**src/rtl/rand_arb_pkg.sv**
```systemverilog
// Shared types and helpers for the random-source arbiter.
package rand_arb_pkg;

    localparam int RAND_W_DEF = 16;

    // Wide enough for LFSR_LAT-1 with LFSR_LAT up to 4.
    localparam int CNT_W = 3;

    typedef enum logic [1:0] {
        IDLE,
        ADVANCE,
        WAIT,
        DELIVER
    } arb_state_t;

    // Modulo-n increment with an explicit compare, so non-power-of-two n wraps correctly.
    function automatic int next_rr(input int ptr, input int n);
        if (ptr + 1 >= n) begin
            return 0;
        end
        return ptr + 1;
    endfunction

endpackage

```
**src/rtl/rand_source_arbiter_rr_pick.sv**
```systemverilog
// Combinational round-robin picker: first set request at or after ptr, cyclic.
module rr_pick #(
    parameter int N_REQ = 4,
    parameter int IDX_W = 2
) (
    input  logic [N_REQ-1:0] req,
    input  logic [IDX_W-1:0] ptr,
    output logic [IDX_W-1:0] pick,
    output logic             any
);

    // Walk offsets 0..N_REQ-1 from ptr; the first hit wins.
    always_comb begin
        int c;
        c    = 0;
        pick = '0;
        any  = 1'b0;
        for (int i = 0; i < N_REQ; i++) begin
            c = int'(ptr) + i;
            if (c >= N_REQ) begin
                c = c - N_REQ;
            end
            if (!any && req[c]) begin
                any  = 1'b1;
                pick = IDX_W'(c);
            end
        end
    end

endmodule

```
**src/rtl/rand_source_arbiter.sv**
```systemverilog
// Round-robin arbiter sharing one LFSR random source among N_REQ requesters.
//
// state   | meaning
// --------+-------------------------------------------------------------
// IDLE    | no transaction; pick a winner round-robin when any request
// ADVANCE | one-cycle o_lfsr_next pulse, load the wait counter
// WAIT    | LFSR_LAT cycles for the LFSR output to settle, then capture
// DELIVER | one-cycle o_ack to the winner, advance the pointer
module rand_source_arbiter
    import rand_arb_pkg::*;
#(
    parameter int N_REQ    = 4,
    parameter int RAND_W   = RAND_W_DEF,
    parameter int LFSR_LAT = 1
) (
    input  logic              i_clk,
    input  logic              i_rst_n,
    input  logic [N_REQ-1:0]  i_req,
    output logic [N_REQ-1:0]  o_ack,
    output logic [RAND_W-1:0] o_rand,
    output logic              o_busy,
    output logic              o_lfsr_next,
    input  logic [RAND_W-1:0] i_lfsr_rand
);

    localparam int IDX_W = (N_REQ > 1) ? $clog2(N_REQ) : 1;

    arb_state_t       state;
    logic [IDX_W-1:0] rr_ptr;
    logic [IDX_W-1:0] grant;
    logic [CNT_W-1:0] wait_cnt;
    logic             dropped;
    logic [IDX_W-1:0] pick;
    logic             any_req;

    rr_pick #(
        .N_REQ (N_REQ),
        .IDX_W (IDX_W)
    ) u_pick (
        .req  (i_req),
        .ptr  (rr_ptr),
        .pick (pick),
        .any  (any_req)
    );

    // Single-process FSM with registered outputs.
    always_ff @(posedge i_clk or negedge i_rst_n) begin
        if (!i_rst_n) begin
            state       <= IDLE;
            o_ack       <= '0;
            o_rand      <= '0;
            o_busy      <= 1'b0;
            o_lfsr_next <= 1'b0;
            rr_ptr      <= '0;
            grant       <= '0;
            wait_cnt    <= '0;
            dropped     <= 1'b0;
        end else begin
            case (state)
                IDLE: begin
                    o_ack <= '0;
                    if (any_req) begin
                        grant       <= pick;
                        dropped     <= 1'b0;
                        o_lfsr_next <= 1'b1;
                        o_busy      <= 1'b1;
                        state       <= ADVANCE;
                    end
                end
                ADVANCE: begin
                    o_lfsr_next <= 1'b0;
                    wait_cnt    <= CNT_W'(LFSR_LAT - 1);
                    if (!i_req[grant]) begin
                        dropped <= 1'b1;
                    end
                    state <= WAIT;
                end
                WAIT: begin
                    if (wait_cnt == '0) begin
                        // A request dropped at any point since the grant forfeits
                        // the word; the LFSR step already taken is not undone.
                        if (dropped || !i_req[grant]) begin
                            rr_ptr <= IDX_W'(next_rr(int'(grant), N_REQ));
                            o_busy <= 1'b0;
                            state  <= IDLE;
                        end else begin
                            o_rand       <= i_lfsr_rand;
                            o_ack        <= '0;
                            o_ack[grant] <= 1'b1;
                            state        <= DELIVER;
                        end
                    end else begin
                        wait_cnt <= wait_cnt - CNT_W'(1);
                        if (!i_req[grant]) begin
                            dropped <= 1'b1;
                        end
                    end
                end
                DELIVER: begin
                    o_ack  <= '0;
                    rr_ptr <= IDX_W'(next_rr(int'(grant), N_REQ));
                    o_busy <= 1'b0;
                    state  <= IDLE;
                end
                default: begin
                    state <= IDLE;
                end
            endcase
        end
    end

endmodule

```
**config.mk**
```make
export PLATFORM = sky130hd
export DESIGN_NAME = rand_source_arbiter
export DESIGN_NICKNAME = d
export VERILOG_FILES = /design/src/rtl/rand_arb_pkg.sv /design/src/rtl/rand_source_arbiter_rr_pick.sv /design/src/rtl/rand_source_arbiter.sv
export SDC_FILE = /design/constraint.sdc
export NUM_CORES = 1
export LEC_CHECK = 0
export CAP_MARGIN = 20
export CORE_UTILIZATION = 48
export DETAILED_ROUTE_END_ITERATION = 12
export MAX_ROUTING_LAYER = met4
export PLACE_DENSITY_LB_ADDON = 0.08
export SLEW_MARGIN = 40
export SYNTH_ARGS = -nofsm -noshare
export SYNTH_HDL_FRONTEND = slang
export SYNTH_SLANG_ARGS = --single-unit
```
**constraint.sdc**
```tcl
create_clock -name i_clk -period 2.5 [get_ports i_clk]
set_input_delay 0.5 -clock i_clk [delete_from_list [all_inputs] [get_ports i_clk]]
set_output_delay 0.5 -clock i_clk [all_outputs]
set_load 0.05 [all_outputs]
```
==> results summary, run 1 <==
In this run the worst setup path begins at o_lfsr_next$_DFFE_PN0P_. The delay of the slowest critical-path stage is between 0.8 and 0.9 ns. The clock passes through at most 2 buffers. When the netlist entered floorplanning its net count stood at 173. The worst clock skew on the final layout is approximately 0.010 ns.

The floorplan step defined a die boundary enclosing about 3800 µm². The core area came out at about 3400 µm². The master cell of the clock root buffer is sky130_fd_sc_hd__clkbuf_4. The number of placement rows is 21. The total clock sinks is 32. The width of the die came out at 61.6 µm. The tightest min-delay check is of the reg2reg type. For this run, the leading register cell type out of synthesis is sky130_fd_sc_hd__dfrtp_1. Dividing the final minimum period by the clock period gives 0.810. The library cell used most frequently in the layout, excluding fill and tap cells, is sky130_fd_sc_hd__clkdlybuf4s50_1. The post-CTS clock slew at the launch and capture registers of the worst setup and hold paths came out at 0.10 ns. The startpoint identified for the worst register-to-register timing path is state[0]$_DFFE_PN0P_. The count of final setup violators is 0.

Routability-driven placement finished with a final weighted congestion of 0.867. The run finished with clean final reports. The detail route stage leaves a number of antenna-violating nets equal to 0. In this run the most critical hold path is launched from o_rand[10]$_DFFE_PN0P_. For this block, the initial DRC count from the detailed router was 37. The initial utilization of the core area, before any placement, comes to 0.507.

The critical path goes through clkdlybuf4s50_1. The max-slew violation count is 0. The number of distinct library cells after synthesis is 36. The initial antenna violation count was 0. The via count is 1,238. The vertical die dimension came out at approximately 60 µm. In the final design database the tool counted 222 nets. Data on the critical path is required at its endpoint by 2.00 ns.

The setup TNS after final layout came out at 0 ns. For this run, the number of Yosys warnings is 0. Including well taps, the total number of placed cells is ~230. The latest clock arrival within the worst-skew pair came out at 0.33 ns. The mean number of vias per cell came out at 5.25. For this run, the total global-route usage over all layers was measured as 0.195.

Setup repair after global routing left no endpoint under its margin. The worst endpoint data arrival time is 1.53 ns. The minimum clock period after layout is 2.03 ns. The number of enable flip-flop cells after synthesis came out at 0. The number of hold-repair buffers added at the cts stage came out at 0. The TritonCTS buffer count came out at 5.

The cell area that synthesis handed to floorplanning was 1700 µm². The count of instances resized after the clock tree is built came out at 0. STA classifies the critical path endpoint as an output pin. The wire length of the first global-routing pass is 5090 µm. The synthesized area per cell is 12.2 µm². The hold violation total from the final report is 0.

Derived from the worst setup path, the maximum achievable clock frequency is 494 MHz. The routed design has 3300 µm of wire. The power per cell area is 1420 nW/µm². The proportion of layout cells with a drive suffix above 1 is 0.179. The async set or reset register ratio after synthesis came out at 1.00.

The leakage power of the design came out at 1.02 nW. The tool flagged a number of max-cap violations equal to 0. The sequential fraction of the synthesis area came out at 0.470. STA classifies the critical path startpoint as a flip-flop. The number of diodes is 0. Entering global routing, the biggest net connects 33 pins. Among cell families on the critical path, the largest total delay comes from buffers and inverters. The number of optimization iterations in the first detailed-route pass came out at 4. The via count of the first global-routing pass is 1,144. The count of placed standard cells in the final layout, fillers left out came out at 236. In this run the worst path has a maximum fanout of 3. The post-synthesis cell count came out at 140.

The clock tree from TritonCTS is yes. In the routed design, unresolved DRC markers number 0. For the pin with the worst max-slew slack, the measured transition is 0.521 ns. Dividing the detail-routed wire length by the instance count gives 14.0 µm.

The number of buffer and inverter stages on the critical path is 1. Post-CTS timing repair inserted 0 buffers for setup. On the critical path, the stage with the largest delay is an instance of sky130_fd_sc_hd__clkdlybuf4s50_1. The synthesized flop and latch total came out at 32.

Once detailed placement completed, the half-perimeter wirelength came to 2450 µm. The count of input and output buffers came out at 43. The top-level port count came out at 44. Leaving out fill and tap cells, the most frequent cells in the layout are 43 x sky130_fd_sc_hd__clkdlybuf4s50_1, 32 x sky130_fd_sc_hd__dfrtp_1, 14 x sky130_fd_sc_hd__inv_1, 12 x sky130_fd_sc_hd__mux2_4. The critical path class is reg2out.

The residual overflow from global routing is 0. In this run the tightest slew margin relative to its limit is 0.652. The largest vdd supply drop is 0.778 mV. The area overhead of the layout relative to synthesis is 34.1%. The level count of the clock H-tree is 2.
[power by group]
part | internal [mW] | switching [mW]
clock | 0.265 | 0.173
combinational | 0.784 | 1.10
sequential | 0.748 | 0.172
total | 1.80 | 1.45
[flip-flops by register name, indices dropped and copies added (netlist names)]
name,cells
o_rand,16
o_ack,4
wait_cnt,3
grant,2
rr_ptr,2
state,2
dropped,1
o_busy,1
o_lfsr_next,1
[routing by layer]
metal | vias up | track usage | share of wire
met5 | - | - | 0
met4 | 0 | 0.0667 | 0.014
met3 | 6 | 0.0651 | 0.044
met2 | 28 | 0.323 | 0.52
met1 | 615 | 0.220 | 0.42
li1 | 589 | - | -
[cell families (layout without fill, tap and decap cells)]
group / count (synthesis) / in the layout / share of synthesized area
AO/OA/AOI/OAI: 31 / 31 / 0.127
buffers and inverters: 17 / 67 / 0.0477
multiplexers: 26 / 26 / 0.194
flip-flops: 32 / 32 / 0.470
AND/OR/NAND/NOR: 23 / 23 / 0.0808
adder cells (fa/ha/maj): 11 / 11 / 0.0808
[path summary, 6_finish.rpt]
| path | to | slack [ns] | depth (start not counted) |
|---|---|---|---|
| setup / recovery | o_lfsr_next | 0.47 | 1 |
| hold / removal | o_rand[10]$_DFFE_PN0P_ | 0.51 | 1 |
| setup reg to reg | o_rand[7]$_DFFE_PN0P_ | 0.52 | 6 |
| hold reg to reg | o_rand[10]$_DFFE_PN0P_ | 0.51 | 1 |
| max in group asynchronous | o_rand[8]$_DFFE_PN0P_ | 1.65 | 2 |
| min in group asynchronous | grant[0]$_DFFE_PN0P_ | 0.55 | 2 |
[per-stage QoR]
step	util	total power, mW	hold slack (ns)	cell area (µm²)	worst slack [ns]
CTS	0.680	3.27	0.511	2290	0.453
global route	0.680	3.45	0.531	2290	0.402
finish	0.680	3.24	0.512	2290	0.475
floorplan	-	2.27	0.204	1700	0.622
global placement	0.651	2.78	0.483	2190	0.280
detailed placement	0.651	2.82	0.494	2190	0.230
[layout make-up]
| cell class | instances | area [µm²] |
|---|---|---|
| clock inverter | 1 | 30.0 |
| fill | 280 | 1080 |
| sequential | 32 | 801 |
| timing repair buffer | 45 | 458 |
| tap | 46 | 57.6 |
| clock buffer | 7 | 65.1 |
| multi-input combinational | 91 | 822 |
| inverter | 14 | 52.6 |
[synth_stat cells (2+ instances only)]
cell type                  instances  area share
sky130_fd_sc_hd__a21oi_1           8       0.023
sky130_fd_sc_hd__dfrtp_1          32        0.47
sky130_fd_sc_hd__ha_1             11       0.081
sky130_fd_sc_hd__inv_1            14       0.031
sky130_fd_sc_hd__mux2_2            8       0.053
sky130_fd_sc_hd__mux2_4           12        0.11
sky130_fd_sc_hd__mux2i_1           6       0.035
sky130_fd_sc_hd__nand2_1          11       0.024
sky130_fd_sc_hd__nand2b_1          2      0.0073
sky130_fd_sc_hd__nor2_1            2      0.0044
sky130_fd_sc_hd__nor2b_1           2      0.0073
sky130_fd_sc_hd__o21ai_0           7       0.021
sky130_fd_sc_hd__o22ai_1           2      0.0073
Power figures use the tool's default switching activity.
==> run 2, diff against run 1 <==
==> constraint.sdc (replaced) <==
create_clock -name i_clk -period 1.9 [get_ports i_clk]
set_input_delay 0.38 -clock i_clk [delete_from_list [all_inputs] [get_ports i_clk]]
set_output_delay 0.38 -clock i_clk [all_outputs]
set_load 0.05 [all_outputs]
==> results summary, run 2 (synthesis gave the netlist of run 1 again) <==
The flow ran to the end, and the final reports show no timing, DRC or antenna violations. The congestion estimate from routability-driven global placement came to 0.810. After the flow finishes, the layout carries non-filler instances totaling 247. The count of instances resized after the clock tree is built came out at 13.

The floorplan step defined a die boundary enclosing 3790 µm². The minimum clock period after layout came out at 1.72 ns. The post-route antenna net violation count is 0. The max-slew violation count is 0. The total wire length after detailed routing came out at about 3300 µm.

The number of violations reported at the end of detailed-routing iteration 0 is 27. The minimum setup slack after placement is -0.142 ns. The first global-routing pass estimated between 5000 and 6000 µm of wire. The number of max-cap violations is 0. Input and output buffers added on the ports amount to 43. Dividing the detail-routed via count by the number of cells gives 5.11. The top fanout value on the critical path came out at 6. The total power consumption of the routed design came out at 4.14 mW. The largest vdd supply drop is 0.851 mV. The endpoint required time on the critical path came out at 2.16 ns. The number of diodes is 0.

The initial antenna violation count is 0. TritonCTS built the clock tree. The pin count of the biggest net entering global routing came out at 33.

The half-perimeter wire length after detailed placement is 2510 µm. The initial core utilization came out at 0.507. The total global-route track usage came out at 0.203. In this run the core area contains 21 standard-cell rows. Setup repair after global routing left no endpoint under its margin.

The total instance count after detailed placement came out at 239. The via count is 1,263. The fmax came out at 582 MHz. The largest registers in the layout are o_rand: 16 flops, o_ack: 4 flops, wait_cnt: 3 flops. The critical path class is reg2reg. The final-stage net count is 233.

The post-CTS clock slew at the launch and capture registers of the worst setup and hold paths is 0.11 ns. The slew at the pin closest to its max-slew limit is between 0.5 and 0.6 ns. In this run the count of I/O pins placed on the die edge is 44. The total clock sinks is 32. The number of remaining DRC errors is 0. The count of final setup violators is 0. The worst endpoint data arrival time came out at 1.98 ns. The leakage power of the design is around 1.2 nW. The launching element type of the critical path is a flip-flop.

The residual overflow from global routing is 0. The width of the die came out at 61.6 µm. STA classifies the critical path endpoint as a flip-flop. The post-CTS setup buffer count came out at 0. The TritonCTS buffer count is 5.

The power per cell area is 1760 nW/µm². The level count of the clock H-tree came out at 2. For the worst-skew pair, the clock arrives at the later sink with an insertion delay of 0.34 ns. The worst relative slew slack came out at 0.656. The register with the most flip-flops in the final layout is o_rand. The library cell used most frequently in the layout, excluding fill and tap cells, is sky130_fd_sc_hd__dfrtp_1.

The worst clock skew on the final layout came out at 0.0104 ns. In this run the clock root is driven by a sky130_fd_sc_hd__clkbuf_4. The proportion of layout cells with a drive suffix above 1 came out at 0.234. The flip-flop count of the largest register, all copies and words added came out at 16.

In this run the worst hold path is classified as in2async. The area overhead of the layout relative to synthesis is 37.9%. The hold violation total from the final report came to 0. From bottom edge to top edge, the die measures 61.6 µm. The wire length per cell after detailed routing came out at around 13 µm. The number of optimization iterations in the first detailed-route pass is 4. The library cells used most frequently in the layout, excluding fill and tap cells, are 32 x sky130_fd_sc_hd__dfrtp_1, 21 x sky130_fd_sc_hd__clkdlybuf4s50_1, 14 x sky130_fd_sc_hd__inv_1, 14 x sky130_fd_sc_hd__buf_4, 13 x sky130_fd_sc_hd__dlygate4sd2_1. The floorplan step defined a core boundary enclosing between 3000 and 4000 µm². The clock passes through at most 2 buffers. The period utilization is 0.904. The post-layout worst setup margin is ~0.18 ns.

The via count of the first global-routing pass is 1,222. The number of hold-repair buffers added at the cts stage is 0. The setup TNS after final layout came out at 0 ns.
run 2: cell count changes in the layout (fill, tap and decap cells not counted), sizes merged, moves of 2 or more:
| cell | delta |
|---|---|
| dlymetal6s2s | +7 |
| clkdlybuf4s50 | -22 |
| buf | +13 |
| dlygate4sd2 | +13 |
| clkbuf | -2 |
run 2: through the flow:
step | instance area (µm²) | utilization | hold WS, ns
floorplan | 1700 | - | 0.0844
global placement | 2270 | 0.674 | 0.485
detailed placement | 2270 | 0.674 | 0.496
CTS | 2330 | 0.693 | 0.428
global route | 2350 | 0.699 | 0.447
finish | 2350 | 0.699 | 0.430
run 2: worst paths after layout:
check | end | startpoint | depth (start not counted) | slack, ns
max in group asynchronous | o_rand[6]$_DFFE_PN0P_ | i_rst_n | 2 | 1.18
min in group i_clk | wait_cnt[2]$_DFFE_PN0P_ | wait_cnt[2]$_DFFE_PN0P_ | 1 | 0.51
setup / recovery | o_ack[3]$_DFFE_PN0P_ | grant[1]$_DFFE_PN0P_ | 5 | 0.18
setup reg to reg | o_ack[3]$_DFFE_PN0P_ | grant[1]$_DFFE_PN0P_ | 5 | 0.18
hold reg to reg | wait_cnt[2]$_DFFE_PN0P_ | wait_cnt[2]$_DFFE_PN0P_ | 1 | 0.51
hold / removal | o_ack[0]$_DFFE_PN0P_ | i_rst_n | 2 | 0.43
run 2: final cells by class:
| class | instances | area (µm²) |
|---|---|---|
| Inverter | 14 | 52.6 |
| Fill cell | 278 | 1010 |
| Clock buffer | 5 | 37.5 |
| Timing Repair Buffer | 56 | 537 |
| Clock inverter | 3 | 42.5 |
| Multi-Input combinational cell | 91 | 822 |
| Tap cell | 46 | 57.6 |
| Sequential cell | 32 | 801 |
run 2: per-layer routing:
layer,routed length (µm),track usage,vias to the layer above
met5,0,-,-
met4,29,0.102,0
met3,197,0.0798,4
met2,1680,0.327,37
met1,1370,0.217,610
li1,-,-,612
run 2: critical path, cell delays in order, from the launching register on:
cell	delay [ns]
sky130_fd_sc_hd__dfrtp_1	0.51
sky130_fd_sc_hd__mux2_4	0.36
sky130_fd_sc_hd__a22oi_4	0.21
sky130_fd_sc_hd__buf_4	0.16
sky130_fd_sc_hd__a21o_2	0.20
sky130_fd_sc_hd__mux2i_1	0.21
run 2: power by group:
| group | internal, mW | switching, mW |
|---|---|---|
| Sequential | 0.983 | 0.214 |
| Clock | 0.274 | 0.239 |
| Combinational | 0.965 | 1.46 |
| Total | 2.22 | 1.92 |
